--- src/rtl/multi_done_watchdog_pkg.sv ---
`default_nettype none
// ---------------------------------------------------------------------------
// multi_done_watchdog_pkg : channel state encoding and parameter limits
// Rev 1.0
// ---------------------------------------------------------------------------
package multi_done_watchdog_pkg;

  localparam int NUM_CH_MIN    = 1;
  localparam int NUM_CH_MAX    = 32;
  localparam int TIMEOUT_W_MIN = 1;

  typedef enum logic [1:0] {
    ST_IDLE    = 2'd0,
    ST_RUN     = 2'd1,
    ST_DONE    = 2'd2,
    ST_TIMEOUT = 2'd3
  } ch_state_e;

endpackage
`default_nettype wire

--- src/rtl/done_watchdog_ch.sv ---
`default_nettype none
// ---------------------------------------------------------------------------
// done_watchdog_ch : one completion channel (FSM, cycle counter, budget latch)
// Rev 1.0
// ---------------------------------------------------------------------------
module done_watchdog_ch
  import multi_done_watchdog_pkg::*;
#(
  parameter int TIMEOUT_W = 8
) (
  input  logic                 clock,
  input  logic                 reset,
  input  logic                 start,
  input  logic                 done,
  input  logic                 clear,
  input  logic [TIMEOUT_W-1:0] timeout_cfg,
  output logic                 busy,
  output logic                 done_sticky,
  output logic                 timeout,
  output logic                 done_pulse
);

  localparam logic [TIMEOUT_W-1:0] CNT_ONE = TIMEOUT_W'(1);
  localparam logic [TIMEOUT_W-1:0] CNT_MAX = '1;

  ch_state_e            state_q, state_d;
  logic [TIMEOUT_W-1:0] cnt_q, cnt_d;
  logic [TIMEOUT_W-1:0] budget_q, budget_d;
  logic                 pulse_q, pulse_d;
  logic                 expire;

  // Expiry is one count early so the flag rises exactly budget cycles after arming.
  assign expire = (budget_q != '0) && (cnt_q == budget_q - CNT_ONE);

  always_comb begin
    state_d  = state_q;
    cnt_d    = cnt_q;
    budget_d = budget_q;
    pulse_d  = 1'b0;
    case (state_q)
      ST_IDLE: begin
        if (start) begin
          state_d  = ST_RUN;
          cnt_d    = '0;
          budget_d = timeout_cfg;
        end
      end
      ST_RUN: begin
        if (done) begin
          state_d = ST_DONE;
          pulse_d = 1'b1;
        end else if (start) begin
          cnt_d    = '0;
          budget_d = timeout_cfg;
        end else if (expire) begin
          state_d = ST_TIMEOUT;
        end else if (cnt_q != CNT_MAX) begin
          cnt_d = cnt_q + CNT_ONE;
        end
      end
      ST_DONE, ST_TIMEOUT: begin
        if (clear) begin
          if (start) begin
            state_d  = ST_RUN;
            cnt_d    = '0;
            budget_d = timeout_cfg;
          end else begin
            state_d = ST_IDLE;
          end
        end
      end
      default: state_d = ST_IDLE;
    endcase
  end

  always_ff @(posedge clock or posedge reset) begin
    if (reset) begin
      state_q  <= ST_IDLE;
      cnt_q    <= '0;
      budget_q <= '0;
      pulse_q  <= 1'b0;
    end else begin
      state_q  <= state_d;
      cnt_q    <= cnt_d;
      budget_q <= budget_d;
      pulse_q  <= pulse_d;
    end
  end

  assign busy        = (state_q == ST_RUN);
  assign done_sticky = (state_q == ST_DONE);
  assign timeout     = (state_q == ST_TIMEOUT);
  assign done_pulse  = pulse_q;

endmodule
`default_nettype wire

--- src/rtl/multi_done_watchdog.sv ---
`default_nettype none
// ---------------------------------------------------------------------------
// multi_done_watchdog : NUM_CH independent completion watchdogs plus summaries
// Rev 1.0
// ---------------------------------------------------------------------------
module multi_done_watchdog
  import multi_done_watchdog_pkg::*;
#(
  parameter int NUM_CH    = 2,
  parameter int TIMEOUT_W = 8
) (
  input  logic                 clock,
  input  logic                 reset,
  input  logic [NUM_CH-1:0]    start,
  input  logic [NUM_CH-1:0]    done,
  input  logic                 clear,
  input  logic [TIMEOUT_W-1:0] timeout_cfg,
  output logic [NUM_CH-1:0]    busy,
  output logic [NUM_CH-1:0]    done_sticky,
  output logic [NUM_CH-1:0]    timeout,
  output logic [NUM_CH-1:0]    done_pulse,
  output logic                 all_done,
  output logic                 any_timeout
);

  if (NUM_CH < NUM_CH_MIN || NUM_CH > NUM_CH_MAX || TIMEOUT_W < TIMEOUT_W_MIN) begin : g_bad_param
    $error("multi_done_watchdog: parameter out of range");
  end

  for (genvar i = 0; i < NUM_CH; i++) begin : g_ch
    done_watchdog_ch #(
      .TIMEOUT_W (TIMEOUT_W)
    ) u_ch (
      .clock       (clock),
      .reset       (reset),
      .start       (start[i]),
      .done        (done[i]),
      .clear       (clear),
      .timeout_cfg (timeout_cfg),
      .busy        (busy[i]),
      .done_sticky (done_sticky[i]),
      .timeout     (timeout[i]),
      .done_pulse  (done_pulse[i])
    );
  end

  assign all_done    = &done_sticky;
  assign any_timeout = |timeout;

endmodule
`default_nettype wire

--- config.mk ---
export PLATFORM = sky130hd
export DESIGN_NAME = multi_done_watchdog
export DESIGN_NICKNAME = d
export VERILOG_FILES = /design/src/rtl/multi_done_watchdog_pkg.sv /design/src/rtl/done_watchdog_ch.sv /design/src/rtl/multi_done_watchdog.sv
export SDC_FILE = /design/constraint.sdc
export NUM_CORES = 1
export LEC_CHECK = 0
export BUFFER_PORTS_ARGS = -buffer_cell sky130_fd_sc_hd__buf_2
export CORE_MARGIN = 5
export CORE_UTILIZATION = 25
export DETAILED_ROUTE_END_ITERATION = 16
export GPL_TIMING_DRIVEN = 1
export PLACE_DENSITY = 0.51
export SETUP_SLACK_MARGIN = 0.05
export SKIP_LAST_GASP = 1
export SYNTH_ARGS = -nofsm -noshare
export SYNTH_HDL_FRONTEND = slang
export SYNTH_SLANG_ARGS = --single-unit
--- constraint.sdc ---
create_clock -name clock -period 3.3 [get_ports clock]
set_clock_uncertainty 0.05 [all_clocks]
set_input_delay 0.99 -clock clock [delete_from_list [all_inputs] [get_ports clock]]
set_output_delay 0.99 -clock clock [all_outputs]
set_load 0.1 [all_outputs]
# Word-level counts from Yosys, hierarchy flattened
# Cells that the tools add are included.
dict set report word_totals {
  elab_cells 92
  reg_bits 38
}
dict set report classes {
  mux 40
  n_eq_ne 24
  n_addsub 4
  reduce_logical 16
}
# operator count
set op_table {}
lappend op_table {{$mux W8} 18}
lappend op_table {{$pmux W8 S3} 4}
lappend op_table {{$ne A3 B3 Y1 const B} 8}
lappend op_table {{$mux W2} 10}
lappend op_table {{$add A8 B1 Y8 const B} 2}
lappend op_table {{$eq A8 B8 Y1} 2}
lappend op_table {{$ne A8 B8 Y1 const B} 2}
lappend op_table {{$reduce_and A4 Y1} 4}
lappend op_table {{$reduce_bool A8 Y1} 2}
lappend op_table {{$sub A8 B1 Y8 const B} 2}
lappend op_table {{$ne A2 B2 Y1 const B} 6}
lappend op_table {{$pmux W2 S3} 2}
lappend op_table {{$eq A2 B2 Y1 const B} 4}
lappend op_table {{$mux W1} 6}
lappend op_table {{$reduce_and A2 Y1} 3}
lappend op_table {{$reduce_or A2 Y1} 3}
lappend op_table {{$eq A2 B1 Y1 const B} 2}
lappend op_table {{$logic_not A2 Y1} 2}
lappend op_table {{$logic_and A1 B1 Y1} 2}

# Logic depth before layout (Yosys ltp)
dict set report logic_depth {
  word_depth 7
  mapped_depth 10
  depth_no_buf 8
}

# Hierarchy
# Synthesis repeated with hierarchy kept, for this count alone.
dict set report unflattened {
  cells_unflattened 285
  hier_area_um2 2473.6
}
# mod cells_per_inst n_inst area_each_um2 seq_area_each_um2
set modules_own_cells {}
lappend modules_own_cells {{done_watchdog_ch at g_ch[1].u_ch} 143 1 1257.5 475.5}
lappend modules_own_cells {{done_watchdog_ch at g_ch[0].u_ch} 140 1 1203.7 475.5}
lappend modules_own_cells {multi_done_watchdog 2 1 12.5 0.0}

# Least setup slack after synthesis
# No wires, ideal clock.
dict set report synth_path {
  path_kind {reg-to-reg}
  from {register g_ch[1].u_ch.budget_q[0]}
  to {register g_ch[1].u_ch.cnt_q[0]}
  slack_ns 0.856
  path_stages_with_launch 10
  required_time_ns 3.125
  period_less_slack_ns 2.444
  arrival_time_ns 2.269
  path_cell_list {dfrtp_1 -> inv_1 -> ha_1 -> clkbuf_1 -> o21ba_2 -> a221o_1 -> a211oi_1 -> o2111a_1 -> nand2b_1 -> mux2_2}
}
dict set report synth_between {
  elab_chain_len 5
}
# element line_no
set synth_lines {}
lappend synth_lines {{start: declaration} done_watchdog_ch.sv:28} ;# logic [TIMEOUT_W-1:0] budget_q, budget_d;
lappend synth_lines {{start signal: assignment} done_watchdog_ch.sv:85} ;# budget_q <= budget_d;
lappend synth_lines {{$sub A8 B1 Y8} done_watchdog_ch.sv:33} ;# assign expire = (budget_q != '0) && (cnt_q == budget_q - CNT_ONE);
lappend synth_lines {{$eq A8 B8 Y1} done_watchdog_ch.sv:33}
lappend synth_lines {{$logic_and A1 B1 Y1 *} done_watchdog_ch.sv:33}
lappend synth_lines {{$ne A3 B3 Y1 (no source line) *} --}
lappend synth_lines {{$reduce_and A4 Y1 (no source line) *} --}
lappend synth_lines {{end signal: assignment} done_watchdog_ch.sv:84} ;# cnt_q <= cnt_d;
lappend synth_lines {{end: declaration} done_watchdog_ch.sv:27} ;# logic [TIMEOUT_W-1:0] cnt_q, cnt_d;
# Every way passes the cells marked *; elsewhere a longest branch is shown, timed or not.
# A chain may end at the register's enable or synchronous reset.

# Final worst setup path
# Ends and elaborated chain as after synthesis.

==> impl_metrics.tcl <==
set metrics [dict create \
    status "finished, final reports clean" \
    num_antenna_cells 0 \
    yosys-top-cells-count "dfrtp_1, nand2_1, a21oi_1" \
    grt_max_degree 39 \
    ys_ff_latch 38 \
    yosys_warnings 0 \
    first_iter_violations 111 \
    syn_nets 305 \
    critPathCaptureType "register" \
    finalHoldViolations 0 \
    route.vias.total 2080 \
    max_stage_delay_ns 0.43 \
    grt_pass1_wl_mm 9.85 \
    ys.flop_type "dfrtp_1" \
    cts.clk_slew.worst_paths_ns 0.08 \
    die_w_um 110 \
    finalSetupViolations 0 \
    critPathTopFamily "compound AO/OA/AOI/OAI gates" \
    fin_total_pwr_w 0.00243 \
    htree_num_levels 2 \
    initial_utilization_pct 25.7 \
    dr.pass1.iters 4 \
    synthArstFlopShare_pct 100 \
    slowest_stage "o2111a_1" \
    yosysMostFrequentCell "dfrtp_1" \
    syn-instance-count 284 \
    max_freq_ghz 0.364 \
    first_global_vias 1987 \
    fin_crit_ns 2.75 \
    cts_tree "yes" \
    syn_area_mm2 0.00251 \
    drc 0 \
    final_antenna_net_count 0 \
    dieArea_mm2 0.0121 \
    via_per_inst 4.79 \
    worst_slew_pin_slew_ns 0.713 \
    crit_fanout 12 \
    wl_per_cell_um 13.3 \
    power_density_mw_per_mm2 857 \
    crit_chain "inv_1 > ha_1 > o21ba_2 > a221o_1 > a211oi_1 > o2111a_1 > nand2b_1 > mux2_2" \
    gpl.final_weighted_congestion 0.783 \
    layout-drive-gt1-share_pct 16.9 \
    final-max-slew-violation-count 0 \
    gr-usage-all-layers_pct 10.3 \
    synthToLayoutAreaGrowth_pct 12.8 \
    dieHeight_um 110 \
    fin_nets 321 \
    hold_buffers 0 \
    p_leak_nw 1.25 \
    maxCapViolCount 0 \
    critPathKind "reg2reg" \
    grt_overflow 0 \
    io_buffers 24 \
    ys_seq_area_share_pct 37.9 \
    ir_drop_v 0.000470 \
    cp-start-kind "register" \
    row_count 36 \
    synth_edf_count 0 \
    avgSynthCellArea_um2 8.83 \
    core_area_mm2 0.00977 \
    root_buffer "clkbuf_8" \
    fin_crit_sh_pct 83.3 \
    insertion_delay_ns 0.30 \
    cts_buffers 5 \
    synth_top_area_cell "dfrtp_1" \
    ctsLongestPathBuffers 2 \
    synth_top_area_share_pct 37.9 \
    grt_setup_unrepaired "false" \
    hold_class "reg2reg" \
    post_cts_buffers 0 \
    crit_required_ns 3.44 \
    cts_sinks 38 \
    dpl.hpwl_mm 4.33 \
    fin_tns_setup_ns 0 \
    slew_headroom_pct 52.0 \
    path_buf_inv 1 \
    synthTopCellsByArea "dfrtp_1, nand2_1, mux2_2" \
    cp.arrival_ns 2.89 \
    synth.distinct_cells 47 \
    num_io_pins 25 \
    totalWireLength_mm 5.78 \
    antenna_found_initial 0 \
    cts_resized 0 \
]
[routing by layer]
metal  wire length [um]  up-vias  track usage, %
met3                256        6            2.68
met2               2550       38            15.9
li1                   -     1028               -
met1               2910     1008            14.2
met4                 70        0            2.90
met5                  0        -               0
[area by class of cell]
cell class,count,area (um^2)
Clock inverter,2,37.5
Inverter,13,48.8
Tap cell,133,166
Sequential cell,38,951
Fill cell,1042,6940
Clock buffer,6,72.6
Timing Repair Buffer,29,158
Multi-Input combinational cell,213,1400
[cells in the final DEF, fill, tap and decap left out, types with 6 or more instances in the layout]
| master | n |
|---|---|
| nand2_1 | 37 |
| nor2_1 | 9 |
| inv_1 | 13 |
| buf_2 | 24 |
| nand3_1 | 10 |
| ha_1 | 6 |
| a21oi_1 | 16 |
| mux2_2 | 11 |
| xor2_1 | 8 |
| dfrtp_1 | 38 |
| nand2b_1 | 11 |
| nor2b_1 | 6 |
| xnor2_1 | 9 |
| and3_1 | 7 |
| mux2i_1 | 6 |
| nand4_1 | 8 |
| o21ai_0 | 15 |
| nor3_1 | 7 |
[stage by stage]
stage	setup slack (ns)	instance area (um^2)	util [%]	hold slack (ns)	cells
6_report	0.550	2830	29.0	0.488	434
3_5_place_dp	0.552	2720	27.8	0.485	426
3_3_place_gp	0.643	2720	27.8	0.470	426
5_1_grt	0.343	2830	29.0	0.543	434
4_1_cts	0.565	2830	29.0	0.495	434
2_1_floorplan	0.856	2510	-	0.430	284
[power by group]
part	leakage, nW	total (W)	switching (W)	internal (W)
combinational	0.707	0.00122	0.000823	0.000399
sequential	0.488	0.000802	0.000204	0.000599
clock	0.0514	0.000402	0.000176	0.000226
[sequential cells by signal, summed over array words and instances, names as in the netlist]
register,flops
g_ch.u_ch.budget_q,16
g_ch.u_ch.cnt_q,16
g_ch.u_ch.done_pulse,2
g_ch.u_ch.state_q,4
[cells by family after synthesis]
group	count (synthesis)	share of synthesized area [%]
muxes	17	7.33
DFF	38	37.9
and+or+nand+nor	119	25.6
adders and majority gates	6	2.99
buffers and inverters	33	6.43
xor gates and xnor gates	17	5.94
AOI/OAI and AO/OA	54	13.8
[path summary, 6_finish.rpt]
path | from | end | slack [ns] | depth (start not counted)
setup / recovery | g_ch[1].u_ch.budget_q[0]$_DFFE_PP0P_ | g_ch[1].u_ch.cnt_q[0]$_DFFE_PP0P_ | 0.55 | 8
hold / removal | g_ch[0].u_ch.state_q[1]$_DFFE_PP0P_ | g_ch[0].u_ch.state_q[0]$_DFFE_PP0P_ | 0.49 | 1
min in group asynchronous | reset | g_ch[1].u_ch.cnt_q[2]$_DFFE_PP0P_ | 0.76 | 3
hold reg to reg | g_ch[0].u_ch.state_q[1]$_DFFE_PP0P_ | g_ch[0].u_ch.state_q[0]$_DFFE_PP0P_ | 0.49 | 1
max in group asynchronous | reset | g_ch[1].u_ch.budget_q[5]$_DFFE_PP0P_ | 2.07 | 3
setup reg to reg | g_ch[1].u_ch.budget_q[0]$_DFFE_PP0P_ | g_ch[1].u_ch.cnt_q[0]$_DFFE_PP0P_ | 0.55 | 8
Power figures use the tool's default switching activity.
